==> config.mk <==
export PLATFORM = sky130hd
export DESIGN_NAME = payload_char_decoder
export DESIGN_NICKNAME = d
export VERILOG_FILES = /design/src/rtl/payload_pkg.sv /design/src/rtl/payload_class_lut.sv /design/src/rtl/payload_char_decoder.sv
export SDC_FILE = /design/constraint.sdc
export NUM_CORES = 1
export LEC_CHECK = 0
export CORE_MARGIN = 2
export CORE_UTILIZATION = 46
export CTS_CLUSTER_SIZE = 16
export DETAILED_ROUTE_END_ITERATION = 7
export PLACE_DENSITY = 0.76
export REMOVE_ABC_BUFFERS = 1
export SLEW_MARGIN = 10
export SYNTH_ARGS = -nofsm -noshare
export SYNTH_HDL_FRONTEND = slang
export SYNTH_SLANG_ARGS = --single-unit
==> constraint.sdc <==
create_clock -name clk -period 4.1 [get_ports clk]
set_clock_uncertainty 0.15 [all_clocks]
set_input_delay 0.615 -clock clk [delete_from_list [all_inputs] [get_ports clk]]
set_output_delay 0.615 -clock clk [all_outputs]
set_load 0.01 [all_outputs]
==> src/rtl/payload_pkg.sv <==
// payload_pkg: types, class indices and the character-class table shared by
// the payload decoder and the engine array.
// Build option used by the consumers: PAYLOAD_CASE_FOLD_EN folds A-Z onto
// a-z before the class lookup.
package payload_pkg;

    // Number of class lines the engine array is generated against.
    localparam int NUM_CLASS_DEF = 40;

    // Decoder FSM states.
    typedef enum logic [1:0] {
        IDLE   = 2'd0,
        SOD    = 2'd1,
        STREAM = 2'd2,
        EOD    = 2'd3
    } payload_state_e;

    // Named class indices; the index is the `in_k` line number at the engines.
    localparam int CLS_X        = 0;   // 'X'
    localparam int CLS_O        = 1;   // 'O'
    localparam int CLS_COLON    = 2;   // ':'
    localparam int CLS_NOT_CRLF = 3;   // anything but CR / LF
    localparam int CLS_DIGIT    = 4;   // 0-9
    localparam int CLS_UPPER    = 5;   // A-Z
    localparam int CLS_LOWER    = 6;   // a-z
    localparam int CLS_SPACE    = 7;   // space or tab
    localparam int CLS_DASH     = 8;   // '-'
    localparam int CLS_LOWER_O  = 9;   // 'o'
    localparam int CLS_LOWER_X  = 10;  // 'x'
    localparam int CLS_PRINT    = 11;  // 0x20-0x7E
    localparam int CLS_HEX      = 12;  // 0-9 a-f A-F
    localparam int CLS_ALNUM    = 13;  // 0-9 a-z A-Z
    localparam int CLS_PUNCT    = 14;  // printable, not alnum, not space
    localparam int CLS_CR       = 15;  // 0x0D
    localparam int CLS_LF       = 16;  // 0x0A
    localparam int CLS_NUL      = 17;  // 0x00
    localparam int CLS_HIGH     = 18;  // 0x80-0xFF
    localparam int CLS_SLASH    = 19;  // '/'
    localparam int CLS_DOT      = 20;  // '.'
    localparam int CLS_EQ       = 21;  // '='
    localparam int CLS_LOWER_P  = 22;  // 'p'
    localparam int CLS_UPPER_S  = 23;  // 'S'
    localparam int CLS_BIT_BASE = 24;  // 24..31: byte bit (k-24) set
    localparam int CLS_NIB_BASE = 32;  // 32..39: low nibble == (k-32)

    // Membership of byte b in class k; classes beyond the table are empty.
    function automatic logic class_member(input int k, input logic [7:0] b);
        logic [7:0] sh;
        logic       is_dig;
        logic       is_up;
        logic       is_lo;
        logic       is_prn;
        logic       r;
        is_dig = (b >= 8'h30) && (b <= 8'h39);
        is_up  = (b >= 8'h41) && (b <= 8'h5A);
        is_lo  = (b >= 8'h61) && (b <= 8'h7A);
        is_prn = (b >= 8'h20) && (b <= 8'h7E);
        sh     = '0;
        r      = 1'b0;
        case (k)
            CLS_X:        r = (b == 8'h58);
            CLS_O:        r = (b == 8'h4F);
            CLS_COLON:    r = (b == 8'h3A);
            CLS_NOT_CRLF: r = (b != 8'h0A) && (b != 8'h0D);
            CLS_DIGIT:    r = is_dig;
            CLS_UPPER:    r = is_up;
            CLS_LOWER:    r = is_lo;
            CLS_SPACE:    r = (b == 8'h20) || (b == 8'h09);
            CLS_DASH:     r = (b == 8'h2D);
            CLS_LOWER_O:  r = (b == 8'h6F);
            CLS_LOWER_X:  r = (b == 8'h78);
            CLS_PRINT:    r = is_prn;
            CLS_HEX:      r = is_dig || ((b >= 8'h61) && (b <= 8'h66)) ||
                              ((b >= 8'h41) && (b <= 8'h46));
            CLS_ALNUM:    r = is_dig || is_up || is_lo;
            CLS_PUNCT:    r = is_prn && !(is_dig || is_up || is_lo) && (b != 8'h20);
            CLS_CR:       r = (b == 8'h0D);
            CLS_LF:       r = (b == 8'h0A);
            CLS_NUL:      r = (b == 8'h00);
            CLS_HIGH:     r = b[7];
            CLS_SLASH:    r = (b == 8'h2F);
            CLS_DOT:      r = (b == 8'h2E);
            CLS_EQ:       r = (b == 8'h3D);
            CLS_LOWER_P:  r = (b == 8'h70);
            CLS_UPPER_S:  r = (b == 8'h53);
            default: begin
                if ((k >= CLS_BIT_BASE) && (k < CLS_BIT_BASE + 8)) begin
                    sh = b >> (k - CLS_BIT_BASE);
                    r  = sh[0];
                end else if ((k >= CLS_NIB_BASE) && (k < CLS_NIB_BASE + 8)) begin
                    r = (int'(b[3:0]) == (k - CLS_NIB_BASE));
                end
            end
        endcase
        return r;
    endfunction

    // CLASS_TABLE[b]: full membership vector of byte b.
    function automatic logic [NUM_CLASS_DEF-1:0] class_table(input logic [7:0] b);
        logic [NUM_CLASS_DEF-1:0] v;
        v = '0;
        for (int k = 0; k < NUM_CLASS_DEF; k++) begin
            v = v | (NUM_CLASS_DEF'(class_member(k, b)) << k);
        end
        return v;
    endfunction

endpackage

==> src/rtl/payload_class_lut.sv <==
// payload_class_lut: combinational byte -> class membership vector.
// Build option: PAYLOAD_CASE_FOLD_EN maps A-Z onto a-z before the lookup so
// case-insensitive rules only need lower-case classes.
module payload_class_lut
    import payload_pkg::*;
#(
    parameter int NUM_CLASS = NUM_CLASS_DEF
) (
    input  logic [7:0]           i_byte,
    output logic [NUM_CLASS-1:0] o_class
);

    logic [7:0] w_byte;

    // Lookup key: raw byte, or the byte folded to lower case.
    always_comb begin
`ifdef PAYLOAD_CASE_FOLD_EN
        if ((i_byte >= 8'h41) && (i_byte <= 8'h5A)) begin
            w_byte = i_byte | 8'h20;
        end else begin
            w_byte = i_byte;
        end
`else
        w_byte = i_byte;
`endif
    end

    // One membership decoder per class line.
    for (genvar k = 0; k < NUM_CLASS; k++) begin : g_cls
        assign o_class[k] = class_member(k, w_byte);
    end

endmodule

==> src/rtl/payload_char_decoder.sv <==
// payload_char_decoder: serialises 64-bit payload words to one byte per cycle
// and drives the shared sod / en / class lines of the engine array, plus the
// end-of-data pulse and payload length for the match collector.
// Build option: PAYLOAD_CASE_FOLD_EN (case fold inside payload_class_lut).
//
// Input handshake: a word transfers on a clock edge where s_tvalid and
// s_tready are both 1; s_tready depends only on registered state (and rst),
// never on s_tvalid. s_tready is high in IDLE and during the last-lane cycle
// (or stall) of a non-tlast word, so the next word of a packet prefetches
// with no bubble.
module payload_char_decoder
    import payload_pkg::*;
#(
    parameter int DATA_W    = 64,
    parameter int NUM_CLASS = NUM_CLASS_DEF,
    parameter int LEN_W     = 16
) (
    input  logic                  clk,
    input  logic                  rst,
    input  logic [DATA_W-1:0]     s_tdata,
    input  logic [DATA_W/8-1:0]   s_tkeep,
    input  logic                  s_tlast,
    input  logic                  s_tvalid,
    output logic                  s_tready,
    output logic                  sod,
    output logic                  en,
    output logic [NUM_CLASS-1:0]  class_vec,
    output logic                  eod,
    output logic [LEN_W-1:0]      pkt_len,
    output payload_state_e        dbg_state
);

    localparam int LANES  = DATA_W / 8;
    localparam int LANE_W = (LANES > 1) ? $clog2(LANES) : 1;
    localparam logic [LANE_W-1:0] LAST_LANE = LANE_W'(LANES - 1);

    // Registered state.
    payload_state_e        r_state;
    logic [DATA_W-1:0]     r_data;
    logic [LANES-1:0]      r_keep;
    logic                  r_last;
    logic [LANE_W-1:0]     r_lane;    // lane currently shown on en/class_vec
    logic                  r_stall;   // waiting for the next word of a packet
    logic [LEN_W-1:0]      r_cnt;
    logic                  r_en;
    logic [NUM_CLASS-1:0]  r_class;

    // Next-state / datapath controls.
    payload_state_e        w_state_nxt;
    logic [LANE_W-1:0]     w_lane_nxt;
    logic                  w_stall_nxt;
    logic                  w_load;       // capture the input word into the buffer
    logic                  w_cnt_clr;
    logic                  w_issue;      // a lane is presented next cycle
    logic                  w_issue_keep;
    logic [7:0]            w_issue_byte;
    logic [LANE_W-1:0]     w_lane_inc;
    logic [DATA_W-1:0]     w_buf_shift;
    logic [NUM_CLASS-1:0]  w_lut_class;
    logic                  w_ready;
    logic                  w_hs;

    assign w_hs        = s_tvalid && w_ready;
    assign w_lane_inc  = r_lane + LANE_W'(1);
    assign w_buf_shift = r_data >> {w_lane_inc, 3'b000};

    payload_class_lut #(
        .NUM_CLASS (NUM_CLASS)
    ) u_lut (
        .i_byte  (w_issue_byte),
        .o_class (w_lut_class)
    );

    // State register and the registered en / class_vec / byte counter.
    always_ff @(posedge clk or posedge rst) begin
        if (rst) begin
            r_state <= IDLE;
            r_data  <= '0;
            r_keep  <= '0;
            r_last  <= 1'b0;
            r_lane  <= '0;
            r_stall <= 1'b0;
            r_cnt   <= '0;
            r_en    <= 1'b0;
            r_class <= '0;
        end else begin
            r_state <= w_state_nxt;
            r_lane  <= w_lane_nxt;
            r_stall <= w_stall_nxt;
            if (w_load) begin
                r_data <= s_tdata;
                r_keep <= s_tkeep;
                r_last <= s_tlast;
            end
            if (w_cnt_clr) begin
                r_cnt <= '0;
            end else if (w_issue && w_issue_keep && (r_cnt != {LEN_W{1'b1}})) begin
                r_cnt <= r_cnt + LEN_W'(1);
            end
            r_en    <= w_issue && w_issue_keep;
            r_class <= (w_issue && w_issue_keep) ? w_lut_class : '0;
        end
    end

    // Next state, and which byte (if any) is presented on the following cycle.
    always_comb begin
        w_state_nxt  = r_state;
        w_lane_nxt   = r_lane;
        w_stall_nxt  = r_stall;
        w_load       = 1'b0;
        w_cnt_clr    = 1'b0;
        w_issue      = 1'b0;
        w_issue_keep = 1'b0;
        w_issue_byte = '0;
        unique case (r_state)
            IDLE: begin
                if (w_hs) begin
                    w_load      = 1'b1;
                    w_cnt_clr   = 1'b1;
                    w_lane_nxt  = '0;
                    w_stall_nxt = 1'b0;
                    w_state_nxt = SOD;
                end
            end
            SOD: begin
                // Lane 0 is fetched here so it lands the cycle after sod.
                w_state_nxt  = STREAM;
                w_issue      = 1'b1;
                w_issue_byte = r_data[7:0];
                w_issue_keep = r_keep[0];
            end
            STREAM: begin
                if (!r_stall && (r_lane != LAST_LANE)) begin
                    w_lane_nxt   = w_lane_inc;
                    w_issue      = 1'b1;
                    w_issue_byte = w_buf_shift[7:0];
                    w_issue_keep = r_keep[w_lane_inc];
                end else if (r_last) begin
                    w_state_nxt = EOD;
                end else if (w_hs) begin
                    // Prefetched word: its lane 0 bypasses the buffer.
                    w_load       = 1'b1;
                    w_lane_nxt   = '0;
                    w_stall_nxt  = 1'b0;
                    w_issue      = 1'b1;
                    w_issue_byte = s_tdata[7:0];
                    w_issue_keep = s_tkeep[0];
                end else begin
                    w_stall_nxt = 1'b1;
                end
            end
            EOD: begin
                w_state_nxt = IDLE;
            end
            default: begin
                w_state_nxt = IDLE;
            end
        endcase
    end

    // Outputs decoded from registered state.
    always_comb begin
        w_ready = 1'b0;
        if (!rst) begin
            if (r_state == IDLE) begin
                w_ready = 1'b1;
            end else if ((r_state == STREAM) && (r_lane == LAST_LANE) && !r_last) begin
                w_ready = 1'b1;
            end
        end
        s_tready  = w_ready;
        sod       = (r_state == SOD);
        eod       = (r_state == EOD);
        pkt_len   = (r_state == EOD) ? r_cnt : '0;
        en        = r_en;
        class_vec = r_class;
        dbg_state = r_state;
    end

endmodule

; After elaboration in Yosys (flattened, before gate mapping)
; Index checks and enable logic that the tools add are counted.
[word_totals]
register_bits = 136
latch_bits = 0
mem_bits_rw = 0
mem_bits_ro = 0
input_bits = 76
wordCells = 127
n_memories = 0
[classes]
n_addsub = 2
n_mul = 0
div = 0
magnitude_cmp = 11
eq_ne = 36
shifts = 1
mux = 37
n_bitwise = 0
reduce_logical = 31
[op_table]
columns = cell, count
row1 = $shr 64x6->8, 1
row2 = $eq 8x6->1 const B, 6
row3 = $eq 8x7->1 const B, 6
row4 = $mux 16, 3
row5 = $le 8x7->1 const B, 5
row6 = $mux 40, 1
row7 = $eq 8x4->1 const B, 3
row8 = $mux 8, 3
row9 = $add 16x1->16 const B, 1
row10 = $eq 4x4->1 const B, 4
row11 = $ge 8x6->1 const B, 2
row12 = $ge 8x7->1 const B, 2
row13 = $mux 1, 16
row14 = $ne 16x16->1 const B, 1
row15 = $ne 8x4->1 const B, 2
row16 = $pmux 8 s2, 1
row17 = $logic_and 1x1->1, 15
row18 = $mux 3, 3
row19 = $eq 4x3->1 const B, 2
row20 = $le 8x6->1 const B, 1
row21 = $logic_not 8->1, 1
row22 = $ne 2x2->1 const B, 4
row23 = $ne 8x6->1 const B, 1
row24 = $pmux 1 s2, 4
row25 = 19 further kinds, 30

; Logic depth before layout (Yosys ltp)
[logic_depth]
ltp_word = 19
mapped_depth = 12
mapped_depth_nobuf = 10

; By module
; Synthesis repeated with hierarchy kept, for this count alone.
[hier_totals]
cells_unflattened = 542
hier_area_um2 = 6603.8
[modules_own_cells]
columns = mod, instances, cells_per_inst, area_per_inst_um2
row1 = payload_char_decoder, 1, 458, 6112.1
row2 = payload_class_lut, 1, 84, 491.7

; Least setup slack after synthesis
; No wires, ideal clock.
[synth_timing]
kind = input to register
from = input port rst
to = register r_cnt[0]
setup_ps = 132
arrival_ps = 5019
t_required_ps = 3818
path_slack_ps = -1200
cell_stages = 6
path_buffers = 2
path_cell_list = inv_1 -> o211ai_1 -> clkbuf_1 -> nor2_1 -> clkbuf_1 -> nor2_1
[synth_via]
elab_chain_cells = 9
elab_cells_between_ends = 15
cone_classes = mux (11) / reduce/logical (4)
[synth_rtl]
columns = item, line
row1 = from (decl), payload_char_decoder.sv:19  ; input logic rst,
row2 = $mux 1 (*), payload_char_decoder.sv:164  ; if (!rst) begin
row3 = $logic_and 1x1->1 (*), payload_char_decoder.sv:63  ; assign w_hs = s_tvalid && w_ready;
row4 = "$mux 1, on equally long branches", "payload_char_decoder.sv:117, payload_char_decoder.sv:140"
row5 = $mux 1, payload_char_decoder.sv:138  ; end else if (r_last) begin
row6 = $mux 1, payload_char_decoder.sv:133  ; if (!r_stall && (r_lane != LAST_LANE)) begin
row7 = $pmux 1 s2, payload_char_decoder.sv:115  ; unique case (r_state)
row8 = $logic_and 1x1->1 (2 in series), payload_char_decoder.sv:97  ; end else if (w_issue && w_issue_keep && (r_cnt != {LEN_W{1'b1}})) begin
row9 = $reduce_bool 2->1 (no source line), -
row10 = to (signal assigned), payload_char_decoder.sv:98  ; r_cnt <= r_cnt + LEN_W'(1);
row11 = to (decl), payload_char_decoder.sv:44  ; logic [LEN_W-1:0] r_cnt;
; Every way passes the cells marked *; elsewhere a longest branch is shown, timed or not.
; A chain may end at the register's enable or synchronous reset.

; Worst setup path after layout
[layout_timing]
from = register r_lane[0]
to = register r_class[14] (netlist: class_vec[14])
[layout_via]
elab_chain_cells = 19
elab_cells_between_ends = 45
cone_classes = add/sub (1) / order compare (8) / eq/ne (3) / shift (1) / mux (18) / reduce/logical (14)
[layout_rtl]
columns = item, line
row1 = from (decl), payload_char_decoder.sv:42  ; logic [LANE_W-1:0] r_lane;
row2 = from (signal assigned), payload_char_decoder.sv:88  ; r_lane <= w_lane_nxt;
row3 = branches (longest 18 deep; another with $ge 8x6->1), -
row4 = $mux 40 (*), payload_char_decoder.sv:101  ; r_class <= (w_issue && w_issue_keep) ? w_lut_class : '0;
row5 = to (signal assigned), payload_char_decoder.sv:101
row6 = to (decl), payload_char_decoder.sv:46  ; logic [NUM_CLASS-1:0] r_class;
; Mark *: on every way between the ends. The select of a mux whose other input is x is not followed.

==> flow_summary.json <==
{
  "seq_area_frac_synth": 0.516,
  "die_w_um": 123,
  "hold_buffers": 0,
  "min_period_ns": 3.79,
  "cp_max_fo": 14,
  "dpl-instance-area_sq_um": 8130,
  "grt_pass1_wl_um": 25900,
  "fin_area_sq_um": 8750,
  "synth_top_cells_by_count": "135 x dfrtp_1, 79 x mux2_2, 51 x nor2_1",
  "place_congestion": 0.888,
  "htreeDepth": 4,
  "required_ns": 4.30,
  "setup_viol": 0,
  "clock_sinks": 135,
  "insertedDiodeCount": 0,
  "cp.arrival_ns": 3.99,
  "initial_core_util": 0.472,
  "r2r_cells": 10,
  "grt_pass1_vias": 5090,
  "portBuffers": 137,
  "hold_class": "reg -> reg",
  "crit_cells": 10,
  "crit_path_cell_trace": "ha_1 > ha_1 > buf_12 > mux4_2 > nand3_1 > nand3_1 > o41ai_1 > or4b_1 > a32o_1 > and4_1",
  "ys_types": 65,
  "rsz0062_at_grt": "no",
  "max_cap_viol_count": 0,
  "slowest_delay_ns": 0.67,
  "drive_above_1_share": 0.203,
  "critPathBufInv": 1,
  "crit_type": "reg -> reg",
  "drt_pass1_iterations": 5,
  "hold_depth": 1,
  "cts_root_buf": "clkbuf_16",
  "cts.clk_slew.worst_paths_ns": 0.06,
  "cts_resized": 0,
  "dieArea_sq_um": 15200,
  "fin_crit_sh": 0.923,
  "antenna_found_initial": 0,
  "cts_tree": "done",
  "vias": 4971,
  "area_delta_synth_final_pct": 33.5,
  "p_per_area_nw_per_um2": 343,
  "die_y_um": 123,
  "cts_buffers": 17,
  "clk_path_buf_depth": 2,
  "yosysTopAreaCell": "dfrtp_1",
  "syn_avg_cell_area_sq_um": 11.7,
  "synthArstFlopShare": 1.00,
  "ant_nets": 0,
  "postCtsSetupBuffers": 0,
  "synth_top_area_frac": 0.516,
  "routed_via_density": 5.56,
  "fmax_mhz": 264,
  "max_slew.worst_pin.slew_ns": 1.02,
  "drt_iter0_drc": 348,
  "drt-total-wl_um": 16100,
  "grtUsageTotal": 0.224,
  "grt_max_degree": 81,
  "drc": 0,
  "multi_input_area_sq_um": 2960,
  "syn_inst": 561,
  "pin_count": 138,
  "regArea_sq_um": 3380,
  "ys_ff_latch": 135,
  "hpwl_um": 11800,
  "nets": 784,
  "ys.flop_type": "dfrtp_1",
  "yosysMostFrequentCell": "dfrtp_1",
  "overflow": 0,
  "synth_edf_count": 0,
  "path_delay_family": "adder cells",
  "cp-end-kind": "register",
  "cpMaxStageDelayCell": "ha_1",
  "coreArea_sq_um": 13900,
  "p_leak_nw": 4.03,
  "slew_viol_final": 0,
  "outcome": "complete, no violations",
  "synth.area.top_cells": "dfrtp_1 52%, mux2_2 14%, nor2_1 2.9%",
  "timing.final.ws_setup_ns": 0.314,
  "hold_viol": 0,
  "clk_latency_ns": 0.42,
  "maxSlewHeadroom": 0.320,
  "fin_tns_setup_ns": 0,
  "syn_area_sq_um": 6550,
  "startpoint_type": "register",
  "yosys_warnings": 0,
  "fillers": 1110,
  "peakVddDrop_mv": 0.256,
  "fp-row-count": 43,
  "routedWlPerCell_um": 18.0,
  "pre_cts_ws_ns": 0.342
}
## worst reg2reg max path: stages, from the launching register on
cell     delay (ns)
dfrtp_1        0.38
ha_1           0.20
ha_1           0.67
buf_12         0.23
mux4_2         0.51
nand3_1        0.11
nand3_1        0.24
o41ai_1        0.60
or4b_1         0.22
a32o_1         0.19
and4_1         0.23
## layer usage
metal	global-route usage	wire (um)
met5	0	0
met4	0.0909	393
met3	0.0475	840
met2	0.354	7820
met1	0.300	7070
## kinds of logic after synthesis
family / Yosys count / synth area share
and+or+nand+nor: 176 / 0.140
DFF: 135 / 0.516
muxes: 103 / 0.185
AOI/OAI and AO/OA: 84 / 0.0987
buffers and inverters: 45 / 0.0330
xor gates and xnor gates: 11 / 0.0147
adders and majority gates: 7 / 0.0134
## registers in the layout, indices dropped and copies added, names as in the netlist
name	cells
r_stall	1
r_cnt	16
dbg_state	2
class_vec	39
en	1
r_last	1
r_data	64
r_keep	8
r_lane	3
## final timing paths
kind	slack (ns)	to	from
setup / recovery	0.31	class_vec[14]	r_lane[0]
hold / removal	0.35	r_data[13]	r_data[13]
setup reg to reg	0.31	class_vec[14]	r_lane[0]
max in group asynchronous	1.86	class_vec[32]	rst
hold reg to reg	0.35	r_data[13]	r_data[13]
min in group asynchronous	0.54	r_data[59]	rst
## area by class of cell
type                       count  share of cell area
timing repair buffer         152               0.172
inverter                      14             0.00658
sequential                   135               0.386
tap                          180              0.0257
clock inverter                12              0.0172
multi-input combinational    381               0.339
clock buffer                  20              0.0533
## where the power goes
group | total, mW | internal, mW | leakage, nW | switching [mW]
clock | 1.56 | 1.00 | 0.298 | 0.560
sequential | 1.33 | 1.33 | 1.87 | 0
combinational | 0.107 | 0.0649 | 1.87 | 0.0417
total | 3.00 | 2.40 | 4.03 | 0.602
## through the flow
stage                     utilization  hold WS, ns  power, mW  cells
after floorplan                     -        0.320       1.38    530
after global placement          0.586        0.334       1.46    862
after detailed placement        0.586        0.340       1.47    862
after CTS                       0.630        0.353       3.03    894
after global routing            0.630        0.369       3.10    894
final                           0.630        0.352       3.00    894
## placed cells by master, fill, tap and decap left out, types with 8 or more instances in the layout
master           instances
a21oi_1                 13
a32oi_1                  8
and2_1                  23
buf_4                   13
clkbuf_16               17
clkdlybuf4s50_1        137
dfrtp_1                135
inv_1                   11
mux2_2                  79
mux2i_1                 16
nand2_1                 27
nand3_1                 18
nor2_1                  51
nor3_1                   9
o21ai_0                 10
xnor2_1                  9
(Power assumes the default switching activity.)
